File: src/rtl/if_stage_if.sv
// Instruction-memory request/response bus between the fetch stage and the memory.
// The fetch stage is the master; the memory answers with imem_ready/imem_rdata.
interface if_stage_if;
    logic        imem_req;
    logic [31:0] imem_addr;
    logic [31:0] imem_rdata;
    logic        imem_ready;

    modport master (output imem_req, imem_addr, input imem_rdata, imem_ready);
    modport slave  (input imem_req, imem_addr, output imem_rdata, imem_ready);
endinterface

File: src/rtl/if_stage.sv
// Instruction fetch stage: sequential fetch, one-entry stall buffer, and
// jump/branch redirect resolved against the instruction held in IF/ID.
module if_stage (
    input  logic              clk,
    input  logic              rst,
    if_stage_if.master        imem,
    input  logic              stall,
    input  logic              jump,
    input  logic              jr,
    input  logic              beq,
    input  logic              bne,
    input  logic              blez,
    input  logic              bgtz,
    input  logic [31:0]       rs_data,
    input  logic [31:0]       rt_data,
    output logic [31:0]       instr_o,
    output logic [5:0]        op_o,
    output logic [5:0]        funct_o,
    output logic [31:0]       pc_o,
    output logic [31:0]       pc_plus4_o,
    output logic              valid_o,
    output logic [1:0]        state_o
);
    // Bus handshake: a fetch completes on any rising edge where imem_req and
    // imem_ready are both 1; imem_req/imem_addr stay fixed until that edge.

    typedef enum logic [1:0] {
        S_REQ  = 2'd0,
        S_HOLD = 2'd1,
        S_DROP = 2'd2
    } state_t;

    state_t      state;
    logic        req_q;
    logic [31:0] addr_q;
    logic [31:0] target_q;
    logic [31:0] buf_instr;
    logic [31:0] buf_pc;

    logic        fire;
    logic        taken;
    logic        redirect;
    logic [31:0] branch_off;
    logic [31:0] target;
    logic [31:0] target_al;

    assign imem.imem_req  = req_q;
    assign imem.imem_addr = addr_q;
    assign fire           = req_q && imem.imem_ready;

    assign op_o    = instr_o[31:26];
    assign funct_o = instr_o[5:0];
    assign state_o = state;

    assign taken = jr || jump
                || (beq  && (rs_data == rt_data))
                || (bne  && (rs_data != rt_data))
                || (blez && (rs_data[31] || (rs_data == 32'd0)))
                || (bgtz && (!rs_data[31] && (rs_data != 32'd0)));

    // Only a live instruction that decode is actually accepting may redirect.
    assign redirect   = valid_o && !stall && taken;
    assign branch_off = {{14{instr_o[15]}}, instr_o[15:0], 2'b00};

    always_comb begin
        target = pc_plus4_o + branch_off;
        if (jr)
            target = rs_data;
        else if (jump)
            target = {pc_plus4_o[31:28], instr_o[25:0], 2'b00};
    end

    assign target_al = {target[31:2], 2'b00};

    always_ff @(posedge clk or posedge rst) begin
        if (rst) begin
            state      <= S_REQ;
            req_q      <= 1'b0;
            addr_q     <= 32'h0000_3000;
            target_q   <= 32'h0000_3000;
            buf_instr  <= 32'd0;
            buf_pc     <= 32'd0;
            instr_o    <= 32'd0;
            pc_o       <= 32'd0;
            pc_plus4_o <= 32'd4;
            valid_o    <= 1'b0;
        end else begin
            case (state)
                S_REQ: begin
                    req_q <= 1'b1;
                    if (redirect) begin
                        valid_o <= 1'b0;
                        if (fire) begin
                            addr_q <= target_al;
                        end else begin
                            // The outstanding request cannot be withdrawn; drain it first.
                            target_q <= target_al;
                            state    <= S_DROP;
                        end
                    end else if (fire) begin
                        addr_q <= addr_q + 32'd4;
                        if (stall) begin
                            buf_instr <= imem.imem_rdata;
                            buf_pc    <= addr_q;
                            req_q     <= 1'b0;
                            state     <= S_HOLD;
                        end else begin
                            instr_o    <= imem.imem_rdata;
                            pc_o       <= addr_q;
                            pc_plus4_o <= addr_q + 32'd4;
                            valid_o    <= 1'b1;
                        end
                    end else if (!stall) begin
                        valid_o <= 1'b0;
                    end
                end
                S_HOLD: begin
                    if (redirect) begin
                        valid_o <= 1'b0;
                        addr_q  <= target_al;
                        req_q   <= 1'b1;
                        state   <= S_REQ;
                    end else if (!stall) begin
                        instr_o    <= buf_instr;
                        pc_o       <= buf_pc;
                        pc_plus4_o <= buf_pc + 32'd4;
                        valid_o    <= 1'b1;
                        req_q      <= 1'b1;
                        state      <= S_REQ;
                    end
                end
                S_DROP: begin
                    valid_o <= 1'b0;
                    req_q   <= 1'b1;
                    if (fire) begin
                        addr_q <= target_q;
                        state  <= S_REQ;
                    end
                end
                default: begin
                    state <= S_REQ;
                    req_q <= 1'b0;
                end
            endcase
        end
    end
endmodule
File: src/flat_wrapper.sv
// flat-port wrapper written by rule: the top's interface ports become plain ports
module if_stage_flat 
  (clk, rst, stall, jump, jr, beq, bne, blez, bgtz, rs_data, rt_data, instr_o, op_o, funct_o, pc_o, pc_plus4_o, valid_o, state_o, imem_imem_req, imem_imem_addr, imem_imem_rdata, imem_imem_ready);
  if_stage_if imem_i ();
  input  logic clk;
  input  logic rst;
  input  logic stall;
  input  logic jump;
  input  logic jr;
  input  logic beq;
  input  logic bne;
  input  logic blez;
  input  logic bgtz;
  input  logic [31:0] rs_data;
  input  logic [31:0] rt_data;
  output logic [31:0] instr_o;
  output logic [5:0] op_o;
  output logic [5:0] funct_o;
  output logic [31:0] pc_o;
  output logic [31:0] pc_plus4_o;
  output logic valid_o;
  output logic [1:0] state_o;
  output wire logic [$bits(imem_i.imem_req)-1:0] imem_imem_req;
  output wire logic [$bits(imem_i.imem_addr)-1:0] imem_imem_addr;
  input wire logic [$bits(imem_i.imem_rdata)-1:0] imem_imem_rdata;
  input wire logic [$bits(imem_i.imem_ready)-1:0] imem_imem_ready;
  assign imem_imem_req = imem_i.imem_req;
  assign imem_imem_addr = imem_i.imem_addr;
  assign imem_i.imem_rdata = imem_imem_rdata;
  assign imem_i.imem_ready = imem_imem_ready;
  if_stage u_core (.clk(clk), .rst(rst), .imem(imem_i), .stall(stall), .jump(jump), .jr(jr), .beq(beq), .bne(bne), .blez(blez), .bgtz(bgtz), .rs_data(rs_data), .rt_data(rt_data), .instr_o(instr_o), .op_o(op_o), .funct_o(funct_o), .pc_o(pc_o), .pc_plus4_o(pc_plus4_o), .valid_o(valid_o), .state_o(state_o));
endmodule
File: config.mk
export PLATFORM = sky130hd
export DESIGN_NAME = if_stage_flat
export DESIGN_NICKNAME = d
export VERILOG_FILES = /design/src/rtl/if_stage_if.sv /design/src/rtl/if_stage.sv /design/src/flat_wrapper.sv
export SDC_FILE = /design/constraint.sdc
export NUM_CORES = 1
export LEC_CHECK = 0
export CAP_MARGIN = 20
export CORE_MARGIN = 1
export CORE_UTILIZATION = 54
export CTS_CLUSTER_DIAMETER = 200
export DETAILED_ROUTE_END_ITERATION = 10
export PLACE_DENSITY_LB_ADDON = 0.15
export SLEW_MARGIN = 30
export SYNTH_ARGS = -nofsm -noshare
export SYNTH_HDL_FRONTEND = slang
export SYNTH_SLANG_ARGS = --single-unit
File: constraint.sdc
create_clock -name clk -period 8.5 [get_ports clk]
set_clock_uncertainty 0.05 [all_clocks]
set_input_delay 0.85 -clock clk [delete_from_list [all_inputs] [get_ports clk]]
set_output_delay 0.85 -clock clk [all_outputs]
set_load 0.05 [all_outputs]
==> flow_metrics.env <==
export IMPL_ys_seq_area_share_pct=39.8
export IMPL_power_mw=7.79
export IMPL_viasPerCell=6.12
export IMPL_die_x_um=161
export IMPL_synth_cell_types=71
export IMPL_hp_class="reg -> reg"
export IMPL_first_global_vias=11914
export IMPL_vias=12328
export IMPL_min_period_ns=4.39
export IMPL_placed_cell_area_um2=16200
export IMPL_io_pins=250
export IMPL_first_pass_iters=5
export IMPL_timing_rr_start="u_core.instr_o[15]"
export IMPL_overflow=0
export IMPL_setup_viol=0
export IMPL_coreArea_um2=24600
export IMPL_design_area_um2=17000
export IMPL_period_share_pct=51.6
export IMPL_dieHeight_um=161
export IMPL_cts_clk_slew_worst_paths_ns=0.06
export IMPL_r2r_setup_slack_ns=4.58
export IMPL_detail_route_antenna_nets=0
export IMPL_n_antenna_cell=0
export IMPL_fin_ws_ns=4.11
export IMPL_placementRows=57
export IMPL_whs_ns=0.435
export IMPL_io_buffers=243
export IMPL_routedWlPerCell_um=21.8
export IMPL_final_hold_violation_count=0
export IMPL_cts_buffer_depth=3
export IMPL_fillers=1977
export IMPL_grt_start_max_net_pins=143
export IMPL_final_cell_mix="clkdlybuf4s50_1, dfrtp_1, nand2_1"
export IMPL_netlist_area_um2=13700
export IMPL_synth_area_per_cell_um2=9.20
export IMPL_dieArea_um2=26100
export IMPL_power_density_nw_per_um2=458
export IMPL_dp_hpwl_um=32100
export IMPL_rsz0062_at_grt="no"
export IMPL_place_ws_ns=3.59
export IMPL_hold_buffers=0
export IMPL_startpoint="rs_data[29]"
export IMPL_cts_tree="built"
export IMPL_cp_end_kind="register"
export IMPL_fin_nets=1813
export IMPL_start_util_pct=55.8
export IMPL_synthFlopType="dfrtp_1"
export IMPL_post_cts_buffers=0
export IMPL_cap_violations=0
export IMPL_cts_htree_levels=1
export IMPL_cp_start_kind="primary input"
export IMPL_required_ns=8.86
export IMPL_async_reset_ff_share_pct=100
export IMPL_root_buffer="clkbuf_16"
export IMPL_fmax_mhz=228
export IMPL_r2r_cells=10
export IMPL_cts_sinks=218
export IMPL_vdd_drop_max_v=0.000266
export IMPL_clk_latency_ns=0.53
export IMPL_numCtsBuffers=25
export IMPL_synth_warnings=0
export IMPL_route_detailed_drc=0
export IMPL_status="completed"
export IMPL_antenna_found_initial=0
export IMPL_final_common_cell="clkdlybuf4s50_1"
export IMPL_path_max_fanout=41
export IMPL_setup_tns_final_ns=0
export IMPL_p_leak_nw=6.98
export IMPL_ys_ff_latch=218
export IMPL_grt_pass1_wl_um=68100
export IMPL_postCtsResizedCells=0
export IMPL_path_class="in -> reg"
export IMPL_endpoint="u_core.target_q[3]"
export IMPL_drive_gt1_share_pct=8.88
export IMPL_slew_violations=0
export IMPL_critPathArrivalTime_ns=4.75
export IMPL_grtUsageTotal_pct=33.7
export IMPL_synth_edf_count=0
export IMPL_rr_endpoint="u_core.imem.imem_addr[18]"
export IMPL_synthCells=1492
export IMPL_max_slew_margin_pct=42.3
export IMPL_place_gp_congestion=0.966
export IMPL_worst_slew_pin_slew_ns=0.865
export IMPL_drtIter0Drc=1129
export IMPL_areaGrowthSynthToFinish_pct=23.8
export IMPL_wirelength_um=44000
stage by stage:
stage | utilization [%] | instances
finish | 69.1 | 2014
global placement | 65.8 | 1968
floorplan | - | 1497
global route | 69.1 | 2014
CTS | 69.1 | 2014
detailed placement | 65.8 | 1968
worst min-delay path by stage:
stage / start / to / slack, ns / cells past startpoint
finish: u_core.target_q[14] / u_core.target_q[14] / 0.43 / 2
global route: u_core.pc_o[11] / u_core.pc_o[11] / 0.45 / 2
global placement: u_core.target_q[18] / u_core.target_q[18] / 0.41 / 2
floorplan: u_core.target_q[17] / u_core.target_q[17] / 0.40 / 2
detailed placement: u_core.target_q[21] / u_core.target_q[21] / 0.42 / 2
CTS: u_core.target_q[21] / u_core.target_q[21] / 0.43 / 2
power breakdown:
group	switching, mW	internal [mW]	total, mW
Clock	0.433	0.619	1.05
Sequential	0.597	1.55	2.14
Combinational	2.90	1.70	4.59
per-layer routing:
layer	vias to the layer above	part of all wire [%]	track usage (%)	routed length, um
met3	120	5.7	4.16	2520
met2	492	47	55.0	20700
li1	5723	-	-	-
met4	0	6.0	18.7	2660
met1	5993	41	43.5	18100
met5	-	0	0	0
state kept, by name, indices dropped and copies added, names as in the netlist:
register / flops
u_core.imem.imem_req: 1
u_core.imem.imem_addr: 30
u_core.pc_plus4_o: 30
u_core.buf_instr: 32
u_core.target_q: 30
u_core.instr_o: 32
u_core.valid_o: 1
u_core.buf_pc: 30
u_core.state_o: 2
u_core.pc_o: 30
logic make-up (layout without fill, tap and decap cells):
family	count (synthesis)	in the layout	synth area share (%)
other	1	6	0.0273
xor gates and xnor gates	97	97	6.19
muxes	174	174	13.5
buffers and inverters	132	325	4.56
and+or+nand+nor	453	453	15.5
AOI/OAI and AO/OA	381	381	17.1
DFF	218	218	39.8
adders and majority gates	36	36	3.33
cell usage after synthesis (all sizes together) (5+ instances only):
cell type	number	share of area [%]
a221oi	9	0.57
a21oi	63	2.3
xor2	32	2.0
nor3	28	1.1
mux2i	83	6.1
nand2	212	5.8
o211ai	16	0.87
nand3	24	0.87
nand2b	16	0.73
a22oi	8	0.44
dfstp	5	0.96
o21ai	173	6.3
buf	43	2.1
clkbuf	70	1.9
or3	7	0.32
dfrtp	213	39
ha	35	3.2
o21a	10	0.55
a21o	16	0.87
o31ai	9	0.49
o22ai	8	0.36
and4	7	0.46
nor2	69	1.9
nand4	33	1.5
xnor2	65	4.1
inv	18	0.49
a31oi	13	0.59
and2	7	0.34
nor4	15	0.77
nor2b	8	0.36
and3	20	0.91
a211oi	16	0.95
mux2	91	7.5
area by class of cell:
class,instances,area (um2),share of cell area [%]
clock buffer,38,724,4.26
sequential,218,5460,32.1
inverter,19,78.8,0.464
tap,324,405,2.38
timing repair buffer,260,2570,15.1
clock inverter,8,80.1,0.471
multi-input combinational,1147,7680,45.2
critical path: stages:
cell,delay (ns)
clkdlybuf4s50_1,0.48
nor4_1,0.59
and4_4,0.35
a2111oi_2,0.07
a211oi_2,0.32
or3_1,0.21
buf_4,0.47
nand3_1,0.59
buf_4,0.45
mux2_1,0.35
(Power assumes the default switching activity.)
